`src/rtl/conv_host_sequencer.sv`:
```
// rtl/conv_host_sequencer.sv - host-side LOAD/RUN/READ initiator for the conv address FSM
module conv_host_sequencer #(
    parameter int NB_IMAGE   = 10,
    parameter int NB_DATA    = 8,
    parameter int PULSE_HI   = 2,
    parameter int PULSE_LO   = 2,
    parameter int NB_TIMEOUT = 16
) (
    input  logic                i_CLK,
    input  logic                i_reset,
    input  logic [1:0]          i_cmd,
    input  logic                i_cmdStart,
    input  logic [NB_IMAGE-1:0] i_imgLength,
    input  logic [NB_DATA-1:0]  i_hostData,
    input  logic                i_hostValid,
    output logic                o_hostReady,
    output logic [NB_DATA-1:0]  o_hostData,
    output logic                o_hostValid,
    input  logic                i_hostReady,
    output logic                o_load,
    output logic                o_SoP,
    output logic                o_valid,
    output logic [NB_DATA-1:0]  o_data,
    input  logic [NB_DATA-1:0]  i_data,
    input  logic                i_EoP,
    input  logic                i_changeBlock,
    output logic                o_busy,
    output logic                o_done,
    output logic                o_error
);

    typedef enum logic [3:0] {
        S_IDLE, S_LOAD_START, S_LOAD_REQ, S_LOAD_HI, S_LOAD_LO, S_LOAD_WAIT,
        S_RUN, S_READ_SETTLE, S_READ_HOLD, S_READ_HI, S_READ_WAIT
    } state_t;

    localparam logic [1:0] CMD_LOAD = 2'b01;
    localparam logic [1:0] CMD_RUN  = 2'b10;
    localparam logic [1:0] CMD_READ = 2'b11;
    localparam logic [7:0] HI_LAST  = 8'(PULSE_HI - 1);
    localparam logic [7:0] LO_LAST  = 8'(PULSE_LO - 1);

    state_t              state_q, state_d;
    logic [NB_IMAGE-1:0] len_q, len_d;
    logic [NB_IMAGE:0]   cnt_q, cnt_d;
    logic [7:0]          tmr_q, tmr_d;
    logic [NB_TIMEOUT-1:0] tmo_q, tmo_d;
    logic [NB_DATA-1:0]  data_q, data_d;
    logic [NB_DATA-1:0]  hdata_q, hdata_d;
    logic                done_q, done_d;
    logic                error_q, error_d;
    logic                last_pix;

    // cnt_q is one bit wider than len so a full-length image never wraps
    assign last_pix = (cnt_q == {1'b0, len_q});

    always_comb begin
        state_d = state_q;
        len_d   = len_q;
        cnt_d   = cnt_q;
        tmr_d   = tmr_q;
        tmo_d   = tmo_q;
        data_d  = data_q;
        hdata_d = hdata_q;
        done_d  = 1'b0;
        error_d = 1'b0;
        case (state_q)
            S_IDLE: begin
                if (i_cmdStart) begin
                    case (i_cmd)
                        CMD_LOAD: begin
                            len_d   = i_imgLength;
                            cnt_d   = '0;
                            tmr_d   = '0;
                            state_d = S_LOAD_START;
                        end
                        CMD_RUN: begin
                            if (i_EoP) begin
                                error_d = 1'b1;
                            end else begin
                                tmo_d   = '0;
                                state_d = S_RUN;
                            end
                        end
                        CMD_READ: begin
                            if (!i_EoP) begin
                                error_d = 1'b1;
                            end else begin
                                len_d   = i_imgLength;
                                cnt_d   = '0;
                                tmr_d   = '0;
                                state_d = S_READ_SETTLE;
                            end
                        end
                        default: ;
                    endcase
                end
            end
            // extra cycle keeps the first o_valid rise two cycles behind o_load
            S_LOAD_START: state_d = S_LOAD_REQ;
            S_LOAD_REQ: begin
                if (i_hostValid) begin
                    data_d  = i_hostData;
                    tmr_d   = '0;
                    state_d = S_LOAD_HI;
                end
            end
            S_LOAD_HI: begin
                if (tmr_q == HI_LAST) begin
                    tmr_d   = '0;
                    state_d = S_LOAD_LO;
                end else begin
                    tmr_d = tmr_q + 8'd1;
                end
            end
            S_LOAD_LO: begin
                if (tmr_q == LO_LAST) begin
                    tmr_d = '0;
                    if (last_pix) begin
                        state_d = S_LOAD_WAIT;
                    end else begin
                        cnt_d   = cnt_q + 1'b1;
                        state_d = S_LOAD_REQ;
                    end
                end else begin
                    tmr_d = tmr_q + 8'd1;
                end
            end
            S_LOAD_WAIT: begin
                if (i_changeBlock) begin
                    done_d  = 1'b1;
                    state_d = S_IDLE;
                end
            end
            S_RUN: begin
                if (i_EoP) begin
                    done_d  = 1'b1;
                    state_d = S_IDLE;
                end else if (&tmo_q) begin
                    error_d = 1'b1;
                    state_d = S_IDLE;
                end else begin
                    tmo_d = tmo_q + 1'b1;
                end
            end
            // the low phase after each read pulse doubles as the memory settle time
            S_READ_SETTLE: begin
                if (tmr_q == LO_LAST) begin
                    tmr_d   = '0;
                    hdata_d = i_data;
                    state_d = S_READ_HOLD;
                end else begin
                    tmr_d = tmr_q + 8'd1;
                end
            end
            S_READ_HOLD: begin
                if (i_hostReady) begin
                    state_d = S_READ_HI;
                end
            end
            S_READ_HI: begin
                if (tmr_q == HI_LAST) begin
                    tmr_d = '0;
                    if (last_pix) begin
                        state_d = S_READ_WAIT;
                    end else begin
                        cnt_d   = cnt_q + 1'b1;
                        state_d = S_READ_SETTLE;
                    end
                end else begin
                    tmr_d = tmr_q + 8'd1;
                end
            end
            S_READ_WAIT: begin
                if (i_changeBlock) begin
                    done_d  = 1'b1;
                    state_d = S_IDLE;
                end
            end
            default: state_d = S_IDLE;
        endcase
    end

    always_ff @(posedge i_CLK) begin
        if (!i_reset) begin
            state_q <= S_IDLE;
            len_q   <= '0;
            cnt_q   <= '0;
            tmr_q   <= '0;
            tmo_q   <= '0;
            data_q  <= '0;
            hdata_q <= '0;
            done_q  <= 1'b0;
            error_q <= 1'b0;
        end else begin
            state_q <= state_d;
            len_q   <= len_d;
            cnt_q   <= cnt_d;
            tmr_q   <= tmr_d;
            tmo_q   <= tmo_d;
            data_q  <= data_d;
            hdata_q <= hdata_d;
            done_q  <= done_d;
            error_q <= error_d;
        end
    end

    assign o_busy      = (state_q != S_IDLE);
    assign o_load      = (state_q == S_LOAD_START) || (state_q == S_LOAD_REQ) ||
                         (state_q == S_LOAD_HI) || (state_q == S_LOAD_LO) ||
                         (state_q == S_LOAD_WAIT);
    assign o_SoP       = (state_q == S_RUN);
    assign o_valid     = (state_q == S_LOAD_HI) || (state_q == S_READ_HI);
    assign o_hostReady = (state_q == S_LOAD_REQ);
    assign o_hostValid = (state_q == S_READ_HOLD);
    assign o_data      = data_q;
    assign o_hostData  = hdata_q;
    assign o_done      = done_q;
    assign o_error     = error_q;

endmodule

```
`config.mk`:
```
export PLATFORM = sky130hd
export DESIGN_NAME = conv_host_sequencer
export DESIGN_NICKNAME = d
export VERILOG_FILES = /design/src/rtl/conv_host_sequencer.sv
export SDC_FILE = /design/constraint.sdc
export NUM_CORES = 1
export LEC_CHECK = 0
export CAP_MARGIN = 20
export CORE_MARGIN = 3
export CORE_UTILIZATION = 56
export CTS_BUF_LIST = sky130_fd_sc_hd__clkbuf_8
export CTS_CLUSTER_DIAMETER = 100
export DETAILED_ROUTE_END_ITERATION = 6
export PLACE_DENSITY = 0.83
export SLEW_MARGIN = 10
export SYNTH_ARGS = -nofsm -noshare
export SYNTH_HDL_FRONTEND = slang
export SYNTH_SLANG_ARGS = --single-unit
```
`constraint.sdc`:
```
create_clock -name i_CLK -period 2.5 [get_ports i_CLK]
set_input_delay 0.375 -clock i_CLK [delete_from_list [all_inputs] [get_ports i_CLK]]
set_output_delay 0.375 -clock i_CLK [all_outputs]
set_load 0.05 [all_outputs]
```
# [Word-level counts from Yosys, hierarchy flattened]
# Index checks and enable logic that the tools add are counted.
[totals] ff_bits=67 input_bits=35 out_inout_bits=24 word_cells=114
[classes] n_addsub=3 n_eq_ne=35 n_mux=45 n_reduce_logical=22
[op_table] operator="16-bit two-way mux" count=5
[op_table] operator="4-bit two-way mux" count=13
[op_table] operator="11-bit two-way mux" count=4
[op_table] operator="11-bit case mux with 2 select lines" count=2
[op_table] operator="4-bit case mux with 10 select lines" count=1
[op_table] operator="8-bit two-way mux" count=4
[op_table] operator="16-bit case mux with 2 select lines" count=1
[op_table] operator="8-bit case mux with 3 select lines" count=1
[op_table] operator="2-bit != test (second input constant)" count=11
[op_table] operator="10-bit case mux with 2 select lines" count=1
[op_table] operator="16-bit by 1-bit adder with 16-bit output (second input constant)" count=1
[op_table] operator="4-bit by 3-bit equality test with 1-bit output (second input constant)" count=4
[op_table] operator="8-bit case mux with 2 select lines" count=1
[op_table] operator="16-bit AND reduction" count=1
[op_table] operator="4-bit equality test (second input constant)" count=3
[op_table] operator="4-bit case mux with 3 select lines" count=1
[op_table] operator="12-bit AND reduction" count=1
[op_table] operator="6-bit AND reduction" count=2
[op_table] operator="11-bit by 1-bit adder with 11-bit output (second input constant)" count=1
[op_table] operator="11-bit by 10-bit equality test with 1-bit output" count=1
[op_table] operator="10-bit two-way mux" count=1
[op_table] operator="8-bit by 1-bit adder with 8-bit output (second input constant)" count=1
[op_table] operator="4-bit by 2-bit equality test with 1-bit output (second input constant)" count=2
[op_table] operator="8-bit by 1-bit equality test with 1-bit output (second input constant)" count=1
[op_table] operator="20 further kinds" count=41

# [Depth between registers and ports, before layout]
# Gate-level depths: netlist of the first run.
[depth] ltp_word=5 depth_mapped=9 ltp_nobuf=7

# [Worst setup path after synthesis of the first run]
# No wires, ideal clock.
[synth_path] kind="register to register" from="reg state_q[1]" to="reg data_q[0] (netlist: o_data[0])" setup_time_ns=0.132 arrival_time_ns=2.780 required_time_ns=2.368 path_slack_ns=-0.413 stages_incl_launch_ff=7 n_path_buf=1 synth_period_minus_slack_ns=2.913 path_cell_list="dfxtp_1 buf_2 nand2b_1 nor3_1 nand2_1 nand2_1 a21oi_1"
[synth_between] elab_chain_len=2
[synth_lines] item="from (decl)" line_no="43" source="state_t state_q, state_d;"
[synth_lines] item="from (signal assigned)" line_no="196" source="state_q <= state_d;"
[synth_lines] item="4-bit by 2-bit equality test with 1-bit output"
[synth_lines] item="named net o_hostReady" line_no="16" source="output logic o_hostReady,"
[synth_lines] item="2-bit AND reduction (no line)"
[synth_lines] item="to (signal assigned)" line_no="201" source="data_q <= data_d;"
[synth_lines] item="to (decl)" line_no="48" source="logic [NB_DATA-1:0] data_q, data_d;"
# The timed path passes the listed nets, and every way through them passes these cells.
# A chain may end at the register's enable or synchronous reset.

# [Final worst setup path of the first run]
[layout_path] from="reg state_q[0]" to="out o_SoP"
[layout_between] elab_chain_len=1
[layout_lines] item="4-bit by 3-bit equality test with 1-bit output" line_no="212" source="assign o_SoP = (state_q == S_RUN);"
[layout_lines] item="to (decl)" line_no="21" source="output logic o_SoP,"
# No other way between the ends.

==> metrics.md, run 1 <==
| Metric | Value |
|---|---|
| Status | finished clean |
| Root Buffer | clkbuf_8 |
| # Max-Cap Violations | 0 |
| Largest family of logic cells by synthesized area | simple AND/OR/NAND/NOR gates |
| Area contributors post-synth | dfxtp_1, xnor2_1, a21oi_1 |
| Commonest non-fill, non-tap cell in the layout | dfxtp_1 |
| # H-tree levels | 3 |
| First-pass GRT wire length | 16000 um |
| CTS clk-pin slew, worst paths | 0.07 ns |
| Most frequent CP cell | inv_1 |
| Yosys top cell by area | dfxtp_1 |
| Final setup fails | 0 |
| Nets@finish | 574 |
| Max clock buf depth | 2 |
| DR vias/cell | 6.10 |
| Critical Path RT | 2.12 ns |
| Postcts setup bufs | 0 |
| Synth Cell Area | 0.00365 sq mm |
| Antenna-violating nets left | 0 |
| Wire per inst | 15.8 um |
| Measured slew at the worst slew-check pin | 0.587 ns |
| Area share of fa/ha/maj cells after synthesis | 0.0240 |
| Critical Path Sink Type | output port |
| Gpl congestion | 0.891 |
| Max-slew violations | 0 |
| Post-route setup slack | 0.129 ns |
| Die area | 0.00752 sq mm |
| DR vias | 3732 |
| Yosys cell types | 63 |
| Period utilization | 0.948 |
| DRC viols | 0 |
| Port bufs | 58 |
| Lkg Pwr | 1.73 nW |
| Hpwl dp | 7120 um |
| Post-cts sizing count | 0 |
| CP max stage delay | 0.43 ns |
| Post-synth EDFFs | 0 |
| Hold_buf cts | 0 |
| Post-synthesis mux area share | 0.0274 |
| Multi-input logic area | 0.00215 sq mm |
| Die W | 86.7 um |
| Register area | 0.00134 sq mm |
| CP arrival | 2.00 ns |
| Hold WC Path Type | reg -> reg |
| Top-area cell type share of the netlist area | 0.368 |
| Most used DFF post-synth | dfxtp_1 |
| Syn-to-layout area delta | 30.4% |
| Startpoint types | flip-flop |
| Final hold viol count | 0 |
| Critical Path, Cell by Cell | buf_4 -> inv_1 -> nand4_1 -> inv_1 -> buf_12 |
| Num CTS Buffers | 9 |
| Vias in the first global route | 3410 |
| Syn_area_per_cell | 8.13 sq um |
| Min Tclk post-route | 2.37 ns |
| RSZ-0062 raised after global routing | false |
| Post-Syn Nets | 491 |
| Die height | 86.7 um |
| Total track usage | 0.267 |
| Initial Util | 0.595 |
| Num rows | 28 |
| Syn. warnings | 0 |
| Setup WS pre-CTS | -0.162 ns |
| Routed wire length | 9670 um |
| Core area | 0.00613 sq mm |
| CP max-delay cell | inv_1 |
| Mapped Cells | 449 |
| Simple-gate share of the synthesized area | 0.273 |
| Most frequent cells in the layout | dfxtp_1, clkdlybuf4s50_1, nand2_1 |
| Layout cells sized above 1 | 0.140 |
| Fraction of registers with async set/reset | 0 |
| Post-synthesis compound-gate area fraction | 0.195 |
| Clock Sinks | 67 |
| Worst Skew | 0.0103 ns |
| Total power | 0.00393 W |
| #FFs+latches synth | 67 |
| Grt ovf | 0 |
| Initial antenna violation count | 0 |
| Pre-Repair DR Iteration Count | 5 |
| XOR/XNOR share of the synthesized area | 0.0648 |
| # diodes | 0 |
| Pin count of the biggest net entering global routing | 25 |
| Worst-Skew Late Latency | 0.35 ns |
| Layout fillers | 429 |
| Power Dens Cells | 826 mW/mm^2 |
| VDD IR-drop max | 0.638 mV |
| Slew headroom | 0.598 |
| Crit Path Class | reg -> out |
| Hold Worst Slack | 0.455 ns |
| Seq/Total Area, Yosys | 0.368 |
| I/O Pins | 59 |
| Max Clk Rate | 0.422 GHz |
| CTS tree | done |
| Setup TNS | 0 ns |
| Crit-path max FO | 12 |
| Initial DRC count | 278 |
-- cells by family (layout without fill, tap and decap cells) --
| group | count (synthesis) | in the layout |
|---|---|---|
| DFF | 67 | 67 |
| xor gates and xnor gates | 27 | 27 |
| and+or+nand+nor | 190 | 190 |
| buffers and inverters | 41 | 129 |
| adders and majority gates | 7 | 7 |
| AOI/OAI and AO/OA | 107 | 107 |
| muxes | 10 | 10 |
-- synth_stat cells (all sizes together) (10+ instances only) --
library cell	n
dfxtp	67
nand2	51
a21oi	38
nor2	34
nand3	27
xnor2	24
o21ai	20
clkbuf	18
nor3	15
inv	14
or4	12
a2111oi	10
mux2i	10
-- report_power, final --
group	switching (W)	leakage (nW)	total (W)	internal (W)
logic	0.00102	1.08	0.00177	0.000747
clock network	0.000440	0.106	0.000959	0.000518
registers	0.0000612	0.541	0.00120	0.00114
total	0.00152	1.73	0.00393	0.00241
-- metrics by stage --
step | cells | cell area [sq um] | util
after floorplan | 449 | 3650 | -
after global placement | 596 | 4540 | 0.740
after detailed placement | 596 | 4540 | 0.740
after CTS | 612 | 4750 | 0.774
after global routing | 612 | 4760 | 0.776
final | 612 | 4760 | 0.776
-- layer usage --
layer  global-route usage  wire (um)  part of all wire
met5                    0          0                 0
met2                0.423       4710              0.49
met1                0.345       4120              0.43
met3               0.0637        625             0.065
met4                0.116        225             0.023
-- cell type report --
class	count	share of cell area
clock inverter	5	0.0126
sequential	67	0.282
timing repair buffer	99	0.191
clock buffer	11	0.0318
inverter	14	0.0110
multi-input combinational	341	0.452
tap	75	0.0197
-- worst paths after layout --
path | start | to | slack, ns | cells after the start
worst max-delay path | state_q[0] | o_SoP | 0.13 | 5
worst min-delay path | o_data[1] | o_data[1] | 0.46 | 2
worst max register to register | tmr_q[1] | state_q[2] | 0.17 | 7
worst min register to register | o_data[1] | o_data[1] | 0.46 | 2
-- sequential cells by signal, indices dropped and copies added (netlist names) --
| name | flops |
|---|---|
| o_error | 1 |
| tmo_q | 16 |
| tmr_q | 8 |
| cnt_q | 11 |
| len_q | 10 |
| state_q | 4 |
| o_hostData | 8 |
| o_done | 1 |
| o_data | 8 |
-- worst max-delay path, delay by kind of cell (launching register included) --
kind	cells	cell delay (ns)
flip-flops	1	0.38
AND/OR/NAND/NOR	1	0.29
buffers and inverters	4	0.97
Note: power is estimated with default switching activity, not from simulation.
==> inputs of run 2 (changes only) <==
- CORE_UTILIZATION: 56 -> 45
- GPL_TIMING_DRIVEN: not set -> 0
- PLACE_DENSITY: 0.83 -> 0.69
==> run 2 against run 1 <==
Net effect:
- non-clock buffer count fell by 14
- sequential share of layout area rose by 0.59 points
- worst setup slack got worse by 0.076 ns
- via count fell by 3.8%
- count of clock-buffer cells in the layout fell by 2
- cell area fell by 1.9%
- first-iteration DRC count fell by 9.0%
- hold slack improved by 0.00081 ns
- largest power group unchanged
- clock skew fell by 0.0023 ns
- critical path type is now in -> reg
==> metrics.md, run 2 (synthesized netlist as in run 1, its figures left out) <==
| Metric | Value |
|---|---|
| CTS tree | done |
| Worst Skew | 0.00802 ns |
| M1 WL | 4360 um |
| Hold_buf cts | 0 |
| Period utilization | 0.979 |
| Num rows | 32 |
| Max clock buf depth | 2 |
| Worst path top cell family by delay | simple AND/OR/NAND/NOR gates |
| Post-route cell area | 0.00467 sq mm |
| Hpwl dp | 6940 um |
| Met3 WL post-DR | 611 um |
| Measured slew at the worst slew-check pin | 0.633 ns |
| Port bufs | 57 |
| Routed wire length | 9520 um |
| Placed Instance Area | 0.00435 sq mm |
| DR vias/cell | 5.75 |
| Num CTS Buffers | 9 |
| Layout cells sized above 1 | 0.126 |
| Max FFs per register | 16 |
| Setup WS pre-CTS | -0.544 ns |
| # diodes | 0 |
| CP bufs+invs | 1 |
| Max-slew violations | 0 |
| Placed cell count | 608 |
| CTS clk-pin slew, worst paths | 0.08 ns |
| I/O Pins | 59 |
| Crit-path max FO | 7 |
| Wire length on met2 | 4430 um |
| Pin count of the biggest net entering global routing | 12 |
| Crit Path Class | in -> reg |
| VDD IR-drop max | 0.338 mV |
| Worst setup path end | tmr_q[7] |
| Total track usage | 0.214 |
| Vias in the first global route | 3310 |
| DRC viols | 0 |
| Hold WC Path Type | reg -> reg |
| Gpl congestion | 0.915 |
| Critical Path, Cell by Cell | clkdlybuf4s50_1 -> ha_4 -> mux2i_1 -> or4_4 -> and3_4 -> or4_1 -> a21oi_1 |
| Setup slack, reg-to-reg | 0.11 ns |
| CP max stage delay | 0.56 ns |
| CP Launch Point | i_cmd[1] |
| Grt ovf | 0 |
| Critical Path RT | 2.76 ns |
| Lkg Pwr | 1.63 nW |
| Worst-Skew Late Latency | 0.34 ns |
| Status | finished clean |
| Nets@finish | 560 |
| Top routing layer in use | met4 |
| Core area | 0.00781 sq mm |
| Most frequent cells in the layout | dfxtp_1, nand2_1, clkdlybuf4s50_1 |
| # Max-Cap Violations | 0 |
| Slew headroom | 0.578 |
| Wire per inst | 15.2 um |
| RSZ-0062 raised after global routing | true |
| Top flop regs | tmo_q: 16 flops, cnt_q: 11 flops, len_q: 10 flops |
| Initial DRC count | 253 |
| Post-route setup slack | 0.0534 ns |
| Worst r2r src | state_q[3] |
| Die height | 96.1 um |
| Clock Sinks | 67 |
| Die W | 96.1 um |
| Initial Util | 0.467 |
| Crit Reg-Reg Endpoint | cnt_q[5] |
| Initial antenna violation count | 0 |
| Power Dens Cells | 787 mW/mm^2 |
| DR vias | 3592 |
| CP max-delay cell | or4_4 |
| Final cell count without fillers | 625 |
| Critical Path Sink Type | flip-flop |
| Min Tclk post-route | 2.45 ns |
| Syn-to-layout area delta | 27.9% |
| Die area | 0.00923 sq mm |
| Max Clk Rate | 0.409 GHz |
| # H-tree levels | 3 |
| Startpoint types | input port |
| Antenna-violating nets left | 0 |
| Top reg by flops | tmo_q |
| Final hold viol count | 0 |
| Root Buffer | clkbuf_8 |
| CP arrival | 2.71 ns |
| First-pass GRT wire length | 15600 um |
| Commonest non-fill, non-tap cell in the layout | dfxtp_1 |
| Pre-Repair DR Iteration Count | 5 |
| Reg2reg path depth | 7 |
| CP Depth | 7 |
| Final setup fails | 0 |
==> run 2: cell types whose count changed in the layout (fill, tap and decap cells not counted), moves of 3 or more <==
cell | previous run | this run
clkbuf_2 | 0 | 9
buf_4 | 44 | 2
a2111oi_0 | 6 | 2
buf_12 | 3 | 0
clkbuf_1 | 0 | 8
buf_2 | 0 | 9
a2111oi_2 | 0 | 6
==> run 2: worst reg2reg max path: stages, from the launching register on <==
cell	delay (ns)
dfxtp_1	0.32
buf_6	0.14
or4_1	0.52
buf_2	0.19
nor3_4	0.28
a21oi_1	0.13
or4_1	0.52
a211oi_1	0.22
==> run 2: cell type report <==
type                       instances  area, sq um
buffer                            26          133
timing repair buffer              59          574
clock inverter                     7         61.3
inverter                          14         52.6
fill                             747         3140
multi-input combinational        341         2250
clock buffer                       9          124
sequential                        67         1340
tap                              102          128
==> run 2: where the power goes <==
group	switching, W	leakage (nW)	total [W]	internal [W]
combinational	0.00101	0.983	0.00160	0.000593
sequential	0.0000701	0.542	0.00121	0.00114
clock	0.000410	0.105	0.000860	0.000450
total	0.00149	1.63	0.00367	0.00219
==> run 2: worst min path at each step <==
stage          startpoint        end  slack [ns]  cells past startpoint
2_1_floorplan   cnt_q[10]  cnt_q[10]        0.45                      2
3_3_place_gp    o_data[7]  o_data[7]        0.44                      2
3_5_place_dp    o_data[7]  o_data[7]        0.45                      2
4_1_cts         o_data[7]  o_data[7]        0.46                      2
5_1_grt         o_data[7]  o_data[7]        0.48                      2
6_report        o_data[7]  o_data[7]        0.46                      2
==> run 2: metal layers <==
layer / vias up / global-route usage
met2: 97 / 0.322
met3: 14 / 0.0594
met1: 1692 / 0.291
met4: 0 / 0.0794
li1: 1789 / -
met5: - / 0
==> run 2: per-stage QoR <==
stage	setup TNS (ns)	power [W]	hold WS, ns	utilization
floorplan	0	0.00231	0.447	-
global placement	-12.36	0.00273	0.442	0.558
detailed placement	-13.69	0.00274	0.447	0.558
CTS	-0.769	0.00363	0.458	0.585
global route	-0.0397	0.00391	0.482	0.598
finish	0	0.00367	0.456	0.598
==> run 2: repair_timing <==
action	4_1_cts	5_1_grt
pin swaps	1	2
setup endpoints to repair	33	45
buffers inserted	1	1
gates cloned	0	0
resized for setup	23	45
==> inputs of run 3 (changes only) <==
- CORE_MARGIN: 3 -> 2
==> run 3 against run 2 <==
Net effect:
- routed wire length increased by 4.4%
- count of clock-buffer cells in the layout unchanged
- flip-flop and latch count stayed put
- register-to-register slack better by 0.02 ns
- sequential share of layout area decreased by 0.62 points
- critical path depth did not move
- maximum frequency increased by 1.8%
- largest cell class unchanged
- critical endpoint unchanged
- hold slack improved by 0.0050 ns
==> metrics.md, run 3 (synthesized netlist as in run 1, its figures left out) <==
| Metric | Value |
|---|---|
| Status | finished clean |
| Die W | 94.1 um |
| Num CTS Buffers | 9 |
| Most frequent cells in the layout | dfxtp_1, clkdlybuf4s50_1, nand2_1 |
| Num rows | 32 |
| Hold WC Path Type | reg -> reg |
| Lkg Pwr | 1.66 nW |
| Initial antenna violation count | 0 |
| RSZ-0062 raised after global routing | true |
| Crit Path Class | in -> reg |
| # Max-Cap Violations | 0 |
| Slew headroom | 0.600 |
| Pre-Repair DR Iteration Count | 5 |
| DRC viols | 0 |
| DR vias | 3657 |
| Clock network power share | 0.295 |
| Die area | 0.00885 sq mm |
| Sw frac | 0.380 |
| Crit-path max FO | 7 |
| Multi-input logic area | 0.00223 sq mm |
| Clock Sinks | 67 |
| Routed wire length | 9940 um |
| Post-route setup slack | 0.0958 ns |
| Measured slew at the worst slew-check pin | 0.599 ns |
| Total track usage | 0.228 |
| Initial DRC count | 309 |
| First-pass GRT wire length | 16100 um |
| Top flop regs | tmo_q: 16 flops, cnt_q: 11 flops, len_q: 10 flops |
| Antenna-violating nets left | 0 |
| Pin count of the biggest net entering global routing | 13 |
| DR vias/cell | 5.81 |
| VDD IR-drop max | 0.444 mV |
| Layout fillers | 710 |
| Worst Skew | 0.0118 ns |
| Vias in the first global route | 3439 |
| Final setup fails | 0 |
| Layout cells sized above 1 | 0.133 |
| Setup TNS | 0 ns |
| Max clock buf depth | 2 |
| Grt ovf | 0 |
| Internal Pwr Total | 0.00253 W |
| Wire per inst | 15.8 um |
| Period utilization | 0.962 |
| Core area | 0.00781 sq mm |
| Max-slew violations | 0 |
| Critical Path RT | 2.78 ns |
| CTS tree | done |
| Setup WS pre-CTS | -0.547 ns |
| Hpwl dp | 7050 um |
| Worst-Skew Late Latency | 0.35 ns |
| Max Clk Rate | 0.416 GHz |
| Max FFs per register | 16 |
| Initial Util | 0.467 |
| # diodes | 0 |
| Total power | 0.00409 W |
| # H-tree levels | 3 |
| Fin util | 0.611 |
| CP arrival | 2.69 ns |
| Min Tclk post-route | 2.40 ns |
| I/O Pins | 59 |
| Syn-to-layout area delta | 30.7% |
| Hold Worst Slack | 0.461 ns |
| Port bufs | 57 |
| Combinational Power Share | 0.410 |
| Top reg by flops | tmo_q |
| Die height | 94.1 um |
| Critical Path Sink Type | flip-flop |
| Final hold viol count | 0 |
| Startpoint types | input port |
| Nets@finish | 564 |
| CTS clk-pin slew, worst paths | 0.08 ns |
| Power Dens Cells | 857 mW/mm^2 |
| Root Buffer | clkbuf_8 |
| Register area | 0.00134 sq mm |
| NetSw | 0.00156 W |
| Commonest non-fill, non-tap cell in the layout | dfxtp_1 |
| Reg power frac | 0.295 |
| Gpl congestion | 0.885 |
-- run 3: changes by cell type in the layout (fill, tap and decap cells not counted), sizes merged --
cell / previous run / this run
clkinv: 4 / 0
buf: 13 / 16
bufinv: 1 / 4
clkbuf: 27 / 28
clkdlybuf4s18: 0 / 1
clkdlybuf4s50: 50 / 51
clkinvlp: 0 / 1
dlygate4sd2: 2 / 1
dlymetal6s2s: 1 / 0
-- run 3: layer usage --
metal / routed length (um) / GRT usage / vias to the layer above
met2: 4650 / 0.363 / 115
met1: 4590 / 0.299 / 1723
met5: 0 / 0 / -
met3: 547 / 0.0570 / 16
li1: - / - / 1803
met4: 143 / 0.0797 / 0
-- run 3: final timing paths --
path	startpoint	cells after the start	slack (ns)	endpoint
setup / recovery	i_cmd[1]	7	0.1	tmr_q[7]
hold / removal	o_data[7]	2	0.46	o_data[7]
hold reg to reg	o_data[7]	2	0.46	o_data[7]
setup reg to reg	tmr_q[0]	6	0.13	state_q[2]
-- run 3: timing repair --
action | in CTS | in global routing
buffers inserted | 1 | 5
pin swaps | 1 | 3
gates resized for setup | 34 | 30
setup endpoints to repair | 35 | 19
cloned | 0 | 0
hold buffers | 0 | 0
-- run 3: critical path, cell delays in order --
cell and delay (ns):
clkdlybuf4s50_1 0.49, ha_4 0.22, mux2i_1 0.18, or4_4 0.56
and3_4 0.22, or4_1 0.50, a21oi_1 0.15
-- run 3: metrics by stage --
stage               cell area, sq um  cells
finish                          4770    629
global route                    4770    629
CTS                             4670    625
detailed placement              4350    608
global placement                4350    608
floorplan                       3650    449
-- run 3: power by group through the flow --
stage	registers [W]	clock network, W	logic (W)
detailed placement	0.00123	0	0.00152
floorplan	0.00127	0	0.00105
finish	0.00121	0.00120	0.00168
global route	0.00122	0.00127	0.00180
CTS	0.00121	0.00123	0.00158
global placement	0.00122	0	0.00150
-- run 3: final cells by class --
| type | count | share of cell area |
|---|---|---|
| Clock buffer | 9 | 0.0260 |
| Multi-Input combinational cell | 341 | 0.468 |
| Buffer | 26 | 0.0281 |
| Clock inverter | 7 | 0.0294 |
| Timing Repair Buffer | 63 | 0.129 |
| Sequential cell | 67 | 0.281 |
| Tap cell | 102 | 0.0268 |
| Inverter | 14 | 0.0110 |
